==> src/rtl/dfmul_lock_pkg.sv <==
// Shared definitions for the locked-core key loader and run controller.
// Optional DFMUL_KEY_PARITY_EN appends an even-parity bit to the key shift.
package dfmul_lock_pkg;

    typedef enum logic [2:0] {
        ST_IDLE,
        ST_SHIFT,
        ST_COMMIT,
        ST_RUN,
        ST_REPORT
    } lock_state_e;

    localparam int          KEY_WIDTH_DEF    = 32;
    localparam logic [31:0] TIMEOUT_SENTINEL = 32'hFFFF_FFFF;

endpackage

==> src/rtl/dfmul_key_shifter.sv <==
// Serial key shadow register, bit counter and commit into working_key.
// With DFMUL_KEY_PARITY_EN one extra even-parity bit is shifted and checked on commit.
module dfmul_key_shifter
    import dfmul_lock_pkg::*;
#(
    parameter int KEY_WIDTH = KEY_WIDTH_DEF
) (
    input  logic                 ap_clk,
    input  logic                 ap_rst,
    input  logic                 clr,
    input  logic                 shift_en,
    input  logic                 sdi,
    input  logic                 commit,
    output logic                 last_bit,
    output logic [KEY_WIDTH-1:0] working_key,
    output logic                 key_loaded
);

`ifdef DFMUL_KEY_PARITY_EN
    localparam int SH_W = KEY_WIDTH + 1;
`else
    localparam int SH_W = KEY_WIDTH;
`endif
    localparam int CW = $clog2(SH_W + 1);

    logic [SH_W-1:0] shadow;
    logic [CW-1:0]   cnt;

    // High while the next accepted bit is the final one of the frame.
    assign last_bit = (cnt == CW'(SH_W - 1));

    always_ff @(posedge ap_clk) begin
        if (ap_rst) begin
            shadow      <= '0;
            cnt         <= '0;
            working_key <= '0;
            key_loaded  <= 1'b0;
        end else begin
            if (clr) begin
                shadow <= '0;
                cnt    <= '0;
            end else if (shift_en) begin
                shadow <= {shadow[SH_W-2:0], sdi};
                cnt    <= cnt + CW'(1);
            end
            if (commit) begin
`ifdef DFMUL_KEY_PARITY_EN
                // Key plus parity bit must XOR to zero; otherwise keep the old key but disarm.
                if (^shadow == 1'b0) begin
                    working_key <= shadow[SH_W-1:1];
                    key_loaded  <= 1'b1;
                end else begin
                    key_loaded  <= 1'b0;
                end
`else
                working_key <= shadow;
                key_loaded  <= 1'b1;
`endif
            end
        end
    end

endmodule

==> src/rtl/dfmul_key_run_ctrl.sv <==
// Key load / locked-core run controller: serial key commit, ap_ctrl_hs run, timeout.
// Optional DFMUL_KEY_PARITY_EN (handled in dfmul_key_shifter) adds key parity checking.
module dfmul_key_run_ctrl
    import dfmul_lock_pkg::*;
#(
    parameter int KEY_WIDTH      = KEY_WIDTH_DEF,
    parameter int TIMEOUT_CYCLES = 65535
) (
    input  logic                 ap_clk,
    input  logic                 ap_rst,
    input  logic                 key_load,
    input  logic                 key_sen,
    input  logic                 key_sdi,
    input  logic                 run_start,
    output logic [KEY_WIDTH-1:0] working_key,
    output logic                 core_ap_start,
    input  logic                 core_ap_done,
    input  logic [31:0]          core_ap_return,
    output logic                 key_loaded,
    output logic                 busy,
    output logic                 result_valid,
    output logic                 result_pass,
    output logic                 result_timeout,
    output logic [31:0]          result_count
);

    localparam logic [15:0] RUN_LAST = 16'(TIMEOUT_CYCLES - 1);

    lock_state_e state;
    logic [15:0] run_cnt;
    logic        sh_clr, sh_en, sh_last;

    // key_load restarts a shift from IDLE or mid-SHIFT and wins over a data bit.
    assign sh_clr = key_load & ((state == ST_IDLE) | (state == ST_SHIFT));
    assign sh_en  = (state == ST_SHIFT) & key_sen & ~key_load;
    assign busy   = (state != ST_IDLE);

    dfmul_key_shifter #(.KEY_WIDTH(KEY_WIDTH)) u_shifter (
        .ap_clk      (ap_clk),
        .ap_rst      (ap_rst),
        .clr         (sh_clr),
        .shift_en    (sh_en),
        .sdi         (key_sdi),
        .commit      (state == ST_COMMIT),
        .last_bit    (sh_last),
        .working_key (working_key),
        .key_loaded  (key_loaded)
    );

    always_ff @(posedge ap_clk) begin
        if (ap_rst) begin
            state          <= ST_IDLE;
            run_cnt        <= '0;
            core_ap_start  <= 1'b0;
            result_valid   <= 1'b0;
            result_pass    <= 1'b0;
            result_timeout <= 1'b0;
            result_count   <= '0;
        end else begin
            result_valid <= 1'b0;
            unique case (state)
                ST_IDLE: begin
                    if (key_load) begin
                        state <= ST_SHIFT;
                    end else if (run_start && key_loaded) begin
                        state         <= ST_RUN;
                        run_cnt       <= '0;
                        core_ap_start <= 1'b1;
                    end
                end
                ST_SHIFT: if (sh_en && sh_last) state <= ST_COMMIT;
                ST_COMMIT: state <= ST_IDLE;
                ST_RUN: begin
                    if (run_cnt != 16'hFFFF) run_cnt <= run_cnt + 16'd1;
                    if (core_ap_done) begin
                        state          <= ST_REPORT;
                        core_ap_start  <= 1'b0;
                        result_valid   <= 1'b1;
                        result_count   <= core_ap_return;
                        result_pass    <= (core_ap_return == 32'd0);
                        result_timeout <= 1'b0;
                    end else if (run_cnt >= RUN_LAST) begin
                        state          <= ST_REPORT;
                        core_ap_start  <= 1'b0;
                        result_valid   <= 1'b1;
                        result_count   <= TIMEOUT_SENTINEL;
                        result_pass    <= 1'b0;
                        result_timeout <= 1'b1;
                    end
                end
                ST_REPORT: state <= ST_IDLE;
                default:   state <= ST_IDLE;
            endcase
        end
    end

endmodule
==> config.mk <==
export PLATFORM = sky130hd
export DESIGN_NAME = dfmul_key_run_ctrl
export DESIGN_NICKNAME = d
export VERILOG_FILES = /design/src/rtl/dfmul_lock_pkg.sv /design/src/rtl/dfmul_key_shifter.sv /design/src/rtl/dfmul_key_run_ctrl.sv
export SDC_FILE = /design/constraint.sdc
export NUM_CORES = 1
export LEC_CHECK = 0
export CAP_MARGIN = 15
export CORE_MARGIN = 5
export CORE_UTILIZATION = 35
export CTS_BUF_LIST = sky130_fd_sc_hd__clkbuf_8
export DETAILED_ROUTE_END_ITERATION = 10
export PLACE_DENSITY = 0.66
export SLEW_MARGIN = 20
export SYNTH_ARGS = -nofsm -noshare
export SYNTH_HDL_FRONTEND = slang
export SYNTH_SLANG_ARGS = --single-unit
==> constraint.sdc <==
create_clock -name ap_clk -period 1.9 [get_ports ap_clk]
set_input_delay 0.285 -clock ap_clk [delete_from_list [all_inputs] [get_ports ap_clk]]
set_output_delay 0.285 -clock ap_clk [all_outputs]
set_load 0.005 [all_outputs]
; Yosys cells after proc, flatten, opt, wreduce, memory -nomap -nowiden
; Index checks and enable logic that the tools add are counted.
[word_totals]
mem_bits_ro = 0
mem_count = 0
latch_bits = 0
ramBits = 0
inputBits = 39
output_inout_bits = 70
regBits = 126
[classes]
n_reduce_logical = 13
muxes = 22
add_sub_neg = 2
bitwise_logic = 6
n_shift = 0
mul = 0
n_div = 0
n_lt_le_gt_ge = 1
n_eq_ne = 11
[ops]
columns = cell, n
row1 = 32-bit two-way mux, 2
row2 = 16-bit two-way mux, 3
row3 = 32-bit logical NOT, 1
row4 = 16-bit one-hot mux with 2 select lines, 1
row5 = "16-bit by 1-bit adder with 16-bit output, second input constant", 1
row6 = "16-bit greater-or-equal comparator, second input constant", 1
row7 = "16-bit != test, second input constant", 1
row8 = 3-bit two-way mux, 5
row9 = 1-bit two-way mux, 9
row10 = 3-bit one-hot mux with 3 select lines, 1
row11 = 4-bit AND reduction, 2
row12 = "6-bit by 1-bit adder with 6-bit output, second input constant", 1
row13 = "3-bit by 2-bit equality test with 1-bit output, second input constant", 2
row14 = "6-bit by 5-bit equality test with 1-bit output, second input constant", 1
row15 = "2-bit by 1-bit != test with 1-bit output, second input constant", 2
row16 = "2-bit != test, second input constant", 2
row17 = 2-bit nonzero test, 2
row18 = 2-bit OR reduction, 2
row19 = 1-bit AND, 3
row20 = "3-bit by 1-bit equality test with 1-bit output, second input constant", 1
row21 = 3-bit logical NOT, 1
row22 = "3-bit by 2-bit != test with 1-bit output, second input constant", 1
row23 = "3-bit != test, second input constant", 1
row24 = 3-bit AND reduction, 1
row25 = other kinds (6), 8

; Depth between registers and ports, before layout
; Gate-level depths: netlist of the first run.
[logic_depth]
ltp_word = 6
depth_mapped = 9
ltp_nobuf = 7

; By module
; A second synthesis of the first run with hierarchy kept.
[unflattened]
cells_unflattened = 538
area_unflattened_um2 = 5083.6
[by_module_without_submodules]
columns = mod, n_inst, cells_per_inst, seq_area_each_um2, area_per_inst_um2
row1 = dfmul_key_shifter, 1, 238, 1421.4, 2558.7
row2 = dfmul_key_run_ctrl, 1, 300, 1101.1, 2524.9

; Worst setup path before layout of the first run
; Ideal clock, no wire load.
[synth_timing]
kind = register -> register
startpoint = register state[1]
endpoint = register run_cnt[13]
path_buffers = 2
t_required_ps = 1828
stages_incl_launch_ff = 8
slack_ps = 132
synth_period_minus_slack_ps = 1768
t_arrival_ps = 1696
setup_ps = 72
path_cell_list = dfxtp_1 buf_6 or3_4 nor3_4 o2bb2ai_2 buf_2 nor4_2 mux2i_1
[synth_via]
elab_chain_cells = 3
word_cells_on_any_way = 8
[synth_lines]
columns = item, line
row1 = "start, declared", dfmul_key_run_ctrl.sv:29  ; lock_state_e state;
row2 = "start signal, assigned", dfmul_key_run_ctrl.sv:52  ; state <= ST_IDLE;
row3 = "start signal, assigned", dfmul_key_run_ctrl.sv:64  ; state <= ST_SHIFT;
row4 = "start signal, assigned", dfmul_key_run_ctrl.sv:66  ; state <= ST_RUN;
row5 = 3-bit by 2-bit equality test with 1-bit output / 3-bit logical NOT (equally long branches), dfmul_key_run_ctrl.sv:61  ; unique case (state)
row6 = "2-bit != test (no line), or another cell as far along", --
row7 = 4-bit AND reduction (no line), --
row8 = "end signal, assigned", dfmul_key_run_ctrl.sv:74  ; if (run_cnt != 16'hFFFF) run_cnt <= run_cnt + 16'd1;
row9 = "end, declared", dfmul_key_run_ctrl.sv:30  ; logic [15:0] run_cnt;
; Parallel ways exist; a longest one is shown, timed or not.
; A chain may end at the register's enable or synchronous reset.

; Worst setup path after layout of the first run
[layout_timing]
startpoint = register run_cnt[4]
endpoint = register run_cnt[11]
[layout_via]
elab_chain_cells = 3
word_cells_on_any_way = 6
[layout_lines]
columns = item, line
row1 = 16-bit by 1-bit adder with 16-bit output / 16-bit != test (equally long branches), dfmul_key_run_ctrl.sv:74
row2 = 16-bit two-way mux / 2-bit != test (equally long branches), --
row3 = 16-bit one-hot mux with 2 select lines / 4-bit AND reduction (equally long branches), --
; Parallel ways exist; a longest one is shown, timed or not. The select of a mux whose other input is x is not followed.

==> impl_metrics.csv, run 1 <==
group,metric,value,unit
run_status,status,"complete, no violations",
final_layout,post_route_cells_drive_above_1_share,12.8,%
drt,final_antenna_net_count,0,
clock_network,worst_setup_hold_path_clk_slew,0.07,ns
final_layout,final_nets,773,
place,place_hpwl,8.92,mm
place,port-buffer-count,108,
drt,first_iter_violations,243,
place,gp_routability_congestion,0.856,
power_and_ir_drop,power_per_cell_area,788,nW/um^2
global_routing,grt_use_met2,26.7,%
die,floorplan.initialDensity,36.1,%
synthesis,synth_nets,644,
global_routing,gr-total-overflow,0,
drt,drcViolationCount,0,
worst_setup_path,timing.setup.critical_path_class,"register to register",
clock_network,tritoncts,"done",
sta,clock-skew-final,0.00981,ns
worst_setup_path,end_kind,"register",
synthesis,synth_sequential_area_ratio,52.4,%
worst_setup_path,startpoint_type,"register",
drt,num_vias,4528,
synthesis,ys_seq_elements,126,
global_routing,largest_net_degree_at_the_start_of_global_routing,39,
synthesis,synth_top_cell_area_share,52.4,%
worst_setup_path,arrival,2.19,ns
drt,via_per_inst,4.93,
final_layout,non_filler_instance_count_after_layout,919,
global_routing,grtUsageMet3,4.42,%
global_routing,grt_most_used_layer,"met2",
sta,finalMaxSlewViolations,0,
clock_network,cts-htree-levels,4,
power_and_ir_drop,leakage_component_of_the_power,0.00229,uW
drt,first_pass_drt_iterations,4,
die,io_pins,109,
sta,tightest_slew,0.539,ns
worst_hold_path,hp-class,"input pin to register",
synthesis,syn_avg_cell_area,7.99,um^2
sta,max_freq,544,MHz
global_routing,grtUsageMet1,18.3,%
drt,postRouteWirelength,12.7,mm
place,dpl_cell_area,6260,um^2
synthesis,synth_warnings,0,
synthesis,synthTopCellsByArea,"dfxtp_1, nand2_1, a21oi_1, nor2_1, nor3_1",
global_routing,initial_antenna_violation_count,0,
clock_network,worstSkewPairLatency,0.43,ns
sta,final_hold_viol_count,0,
clock_network,numCtsBuffers,17,
die,floorplan.core_area,13300,um^2
final_layout,final_cell_area,6800,um^2
clock_network,clock-root-buffer,"clkbuf_8",
worst_setup_path,cp_data_required_time,2.26,ns
synthesis,yosysUniqueCellTypes,41,
die,placement_rows,42,
job,max_cap_violations,0,
worst_setup_path,largest_driver_fanout_on_the_critical_path,4,
sta,fin_crit,1.84,ns
clock_network,clockBufferDepth,2,
sta,timing.final.setup_violations,0,
sta,rsz0062_at_grt,"true",
worst_setup_path,worstReg2RegStart,"run_cnt[4]",
final_layout,layout_filler_cell_count,1268,
synthesis,synth_area_leader_cell,"dfxtp_1",
global_routing,grt_pass1_vias,4381,
die,die_h,127,um
sta,min_period_over_period,96.7,%
global_routing,global_route_wire_length_before_repair,20.7,mm
global_routing,globalRouteTotalUtil,15.6,%
synthesis,synth_cells,602,
clock_network,clock-sinks,126,
power_and_ir_drop,ir_worst_vdd,443,uV
worst_hold_path,min-delay-start,"ap_rst",
place,place_inst,883,
final_layout,antenna-diode-count,0,
final_layout,area.growth.synth_to_final,41.3,%
die,floorplan.die_area,16200,um^2
clock_network,hold_buffers,0,
worst_setup_path,reg2reg_setup_slack,0.06,ns
die,die_w,127,um
synthesis,post_synthesis_cell_area,4810,um^2
sta,whs,0.186,ns
worst_setup_path,setup.worst_path.start,"run_cnt[4]",
sta,worst_slew_margin_rel,63.8,%
drt,wl_per_cell,13.8,um
==> cells in the final DEF, fill, tap and decap left out, types with 6 or more instances in the layout <==
cell type	n
dfxtp_1	119
clkdlybuf4s50_1	106
nor4_1	10
nand2_1	147
clkbuf_8	20
dfxtp_2	7
xnor2_1	8
a21oi_1	73
nor3_1	31
inv_1	7
nor2_1	83
nand3_1	6
buf_4	34
nand4_1	8
or3_1	7
==> worst max-delay path, cell delays in order, from the launching register on <==
cell and delay [ns]:
dfxtp_1 0.41, and4_4 0.27, nand4_1 0.21, buf_4 0.23, or4_1 0.50, a21oi_1 0.16
==> flip-flops by register name, summed over array words and instances (netlist names), 3 cells and up <==
register and count:
u_shifter.working_key 32, u_shifter.shadow 32, u_shifter.cnt 6, run_cnt 16, state 3, result_count 32
==> Yosys cell counts <==
cell type and n:
nand2_1 147, dfxtp_1 126, nor2_1 83, a21oi_1 73, nor3_1 35, clkbuf_1 25, nor4_1 11, nand4_1 8
xnor2_1 8, or3_1 7, a211oi_1 6, buf_2 6, nand3_1 6, and2_1 5, buf_1 5, inv_1 5
o21ai_0 5, nor2b_1 4, o211ai_1 4, ha_1 3, or4_1 3, and3_1 2, nand3b_1 2, nor4_2 2
o31ai_1 2, o41ai_1 2, or2_2 2, xor2_1 2, a21o_1 1, a41oi_1 1, and4_1 1, and4b_1 1
buf_4 1, buf_6 1, mux2i_1 1, nand2b_1 1, nand4b_1 1, nor3_4 1, o22a_1 1, o2bb2ai_2 1
or3_4 1
==> cell type report <==
| class | instances | area (um^2) | share of cell area, % |
|---|---|---|---|
| Inverter | 5 | 18.8 | 0.276 |
| Tap cell | 176 | 220 | 3.24 |
| Timing Repair Buffer | 147 | 1440 | 21.1 |
| Clock buffer | 20 | 275 | 4.05 |
| Multi-Input combinational cell | 434 | 2200 | 32.4 |
| Clock inverter | 11 | 118 | 1.73 |
| Sequential cell | 126 | 2530 | 37.2 |
==> routing by layer <==
metal | share of wire (%) | vias up
met2 | 51 | 89
li1 | - | 2281
met1 | 44 | 2140
met4 | 2.4 | 0
met5 | 0 | -
met3 | 3.3 | 18
==> where the power goes <==
group,internal (uW),switching [uW]
registers,2660,15.3
logic,191,216
clock network,1250,1020
total,4110,1250
==> cells by family after synthesis <==
logic type / Yosys count / synth area share (%)
flip-flops: 126 / 52.4
adder cells (fa/ha/maj): 3 / 0.780
multiplexers: 1 / 0.208
buffers and inverters: 43 / 3.74
XOR/XNOR: 10 / 1.82
AND/OR/NAND/NOR: 323 / 29.8
AO/OA/AOI/OAI: 96 / 11.2
==> worst paths after layout <==
path | to | cells after the start
worst min-delay path | result_count[26] | 2
worst max-delay path | run_cnt[11] | 5
worst min register to register | u_shifter.working_key[20] | 2
worst max register to register | run_cnt[11] | 5
==> per-stage QoR <==
| stage | total power (uW) | setup TNS [ns] | utilization [%] | worst slack (ns) |
|---|---|---|---|---|
| finish | 5360 | 0 | 50.9 | 0.0634 |
| floorplan | 2920 | 0 | - | 0.132 |
| detailed placement | 3140 | -1.04 | 46.9 | -0.105 |
| CTS | 5420 | 0 | 49.9 | 0.00947 |
| global route | 5600 | -0.0554 | 50.9 | -0.0194 |
| global placement | 3130 | -0.162 | 46.9 | -0.0735 |
==> what timing repair did <==
action                                  CTS  global route
gates resized for setup                   2            21
endpoints found under the setup margin   26            41
pin swaps                                 0             9
gates cloned                              0             2
buffers inserted                          0             3
(Power assumes the default switching activity.)
==> run 2: changes to the inputs <==
==> constraint.sdc (replaced) <==
create_clock -name ap_clk -period 1.9 [get_ports ap_clk]
set_input_delay 0.285 -clock ap_clk [delete_from_list [all_inputs] [get_ports ap_clk]]
set_output_delay 0.285 -clock ap_clk [all_outputs]
set_load 0.1 [all_outputs]
==> impl_metrics.csv, run 2 (synthesis results as in run 1) <==
group,metric,value,unit
run_status,status,"complete, no violations",
die,floorplan.initialDensity,36.1,%
sta,fin_crit,1.81,ns
place,place_worst_setup_slack,-0.105,ns
sta,min_period_over_period,95.4,%
drt,first_pass_drt_iterations,4,
clock_network,worstSkewPairLatency,0.45,ns
final_layout,final_nets,772,
worst_setup_path,timing.setup.critical_path_class,"register to register",
worst_setup_path,worstReg2RegStart,"run_cnt[0]",
sta,tightest_slew,0.532,ns
worst_setup_path,reg2reg_setup_slack,0.09,ns
power_and_ir_drop,gate_power_share,10.5,%
power_and_ir_drop,power.share.clock,39.8,%
global_routing,largest_net_degree_at_the_start_of_global_routing,46,
sta,finalMaxSlewViolations,0,
place,place_inst,883,
power_and_ir_drop,net-switching-power,1470,uW
power_and_ir_drop,cell_internal_pwr,3920,uW
power_and_ir_drop,power_per_cell_area,821,nW/um^2
worst_hold_path,min-delay-start,"ap_rst",
worst_setup_path,arrival,2.15,ns
final_layout,antenna-diode-count,0,
sta,clock-skew-final,0.00848,ns
power_and_ir_drop,ir_worst_vdd,405,uV
job,max_cap_violations,0,
sta,worst_slew_margin_rel,64.3,%
final_layout,largest_registers,"result_count: 32 flops, u_shifter.shadow: 32 flops, u_shifter.working_key: 32 flops",
die,placement_rows,42,
die,floorplan.die_area,16200,um^2
clock_network,hold_buffers,0,
die,die_w,127,um
worst_setup_path,cp_data_required_time,2.24,ns
sta,final_hold_viol_count,0,
power_and_ir_drop,sequential_group_share_of_total_power,49.7,%
drt,drcViolationCount,0,
worst_setup_path,largest_driver_fanout_on_the_critical_path,8,
die,die_h,127,um
power_and_ir_drop,leakage_component_of_the_power,0.00241,uW
clock_network,tritoncts,"done",
final_layout,post_layout_util,49.2,%
final_layout,final_cell_area,6570,um^2
clock_network,worst_setup_hold_path_clk_slew,0.07,ns
sta,rsz0062_at_grt,"false",
global_routing,initial_antenna_violation_count,0,
drt,via_per_inst,4.89,
place,gp_routability_congestion,0.889,
final_layout,post_route_cells_drive_above_1_share,21.0,%
final_layout,layout_filler_cell_count,1301,
global_routing,globalRouteTotalUtil,15.8,%
clock_network,clock-root-buffer,"clkbuf_8",
worst_hold_path,min_delay_worst_endpoint,"result_count[23]",
drt,num_vias,4492,
final_layout,mostFrequentLayoutCell,"nand2_1",
worst_setup_path,end_kind,"register",
worst_setup_path,startpoint_type,"register",
drt,final_antenna_net_count,0,
worst_hold_path,timing.hold.worst_path_depth,2,
drt,first_iter_violations,332,
worst_hold_path,hp-class,"input pin to register",
drt,wl_per_cell,13.7,um
clock_network,cts-htree-levels,4,
power_and_ir_drop,switching_share,27.3,%
clock_network,numCtsBuffers,17,
die,io_pins,109,
sta,timing.final.setup_violations,0,
clock_network,clock-sinks,126,
global_routing,grt_pass1_vias,4284,
die,floorplan.core_area,13300,um^2
drt,postRouteWirelength,12.6,mm
worst_setup_path,critical_path.reg2reg.endpoint,"run_cnt[14]",
global_routing,global_route_wire_length_before_repair,20.6,mm
sta,setup_slack,0.0869,ns
worst_setup_path,rr_worst_depth,7,
place,place_hpwl,9.07,mm
final_layout,layout.cells.most_common_list,"nand2_1, dfxtp_1, buf_4",
global_routing,gr-total-overflow,0,
place,dpl_cell_area,6110,um^2
place,port-buffer-count,108,
worst_setup_path,setup.worst_path.start,"run_cnt[0]",
final_layout,area.growth.synth_to_final,36.4,%
clock_network,clockBufferDepth,2,
sta,max_freq,552,MHz
final_layout,non_filler_instance_count_after_layout,919,
## run 2: power by group through the flow
| stage | logic [uW] | registers [uW] | clock network, uW |
|---|---|---|---|
| floorplan | 212 | 2860 | 0 |
| global placement | 556 | 2740 | 0 |
| detailed placement | 564 | 2740 | 0 |
| CTS | 567 | 2680 | 2210 |
| global route | 604 | 2680 | 2320 |
| finish | 566 | 2680 | 2150 |
## run 2: layout make-up
class / count / area (um^2) / area share, %
flip-flops and latches: 126 / 2530 / 38.5
clock buffers: 18 / 248 / 3.77
well taps: 176 / 220 / 3.35
multi-input cells: 433 / 2160 / 33.0
clock inverters: 14 / 120 / 1.83
repair buffers: 147 / 1270 / 19.3
inverters: 5 / 18.8 / 0.286
## run 2: how the worst max path moves through the flow
stage / slack [ns] / end / cells past startpoint
2_1_floorplan: -0.05 / run_cnt[13] / 7
3_3_place_gp: -0.002 / run_cnt[9] / 6
3_5_place_dp: -0.11 / result_count[12] / 6
4_1_cts: 0.02 / result_count[12] / 6
5_1_grt: 0.0003 / run_cnt[9] / 5
6_report: 0.09 / run_cnt[14] / 7
## run 2: critical path, cell delays in order, from the launching register on
cell	delay, ns
dfxtp_1	0.41
ha_1	0.20
and4b_1	0.27
a41oi_1	0.07
buf_4	0.19
nor4_1	0.35
xnor2_1	0.16
nor2_1	0.05
## run 2: metrics by stage
step	hold slack (ns)	setup TNS (ns)	total power, uW
after floorplan	0.381	-0.0476	3080
final	0.205	0	5390
after detailed placement	0.448	-2.26	3300
after global placement	0.446	-0.00243	3290
after CTS	0.172	0	5450
after global routing	0.176	0	5610
## run 2: repair_timing
item | 4_1_cts | 5_1_grt
hold endpoints to repair | 0 | 0
pin swaps | 1 | 6
gates resized for setup | 5 | 6
buffers inserted | 0 | 4
endpoints found under the setup margin | 35 | 40
## run 2: per-layer routing
layer,GRT usage [%],part of all wire [%]
met5,0,0
met4,8.01,2.5
met3,4.34,3.7
met2,27.1,52
met1,17.9,42
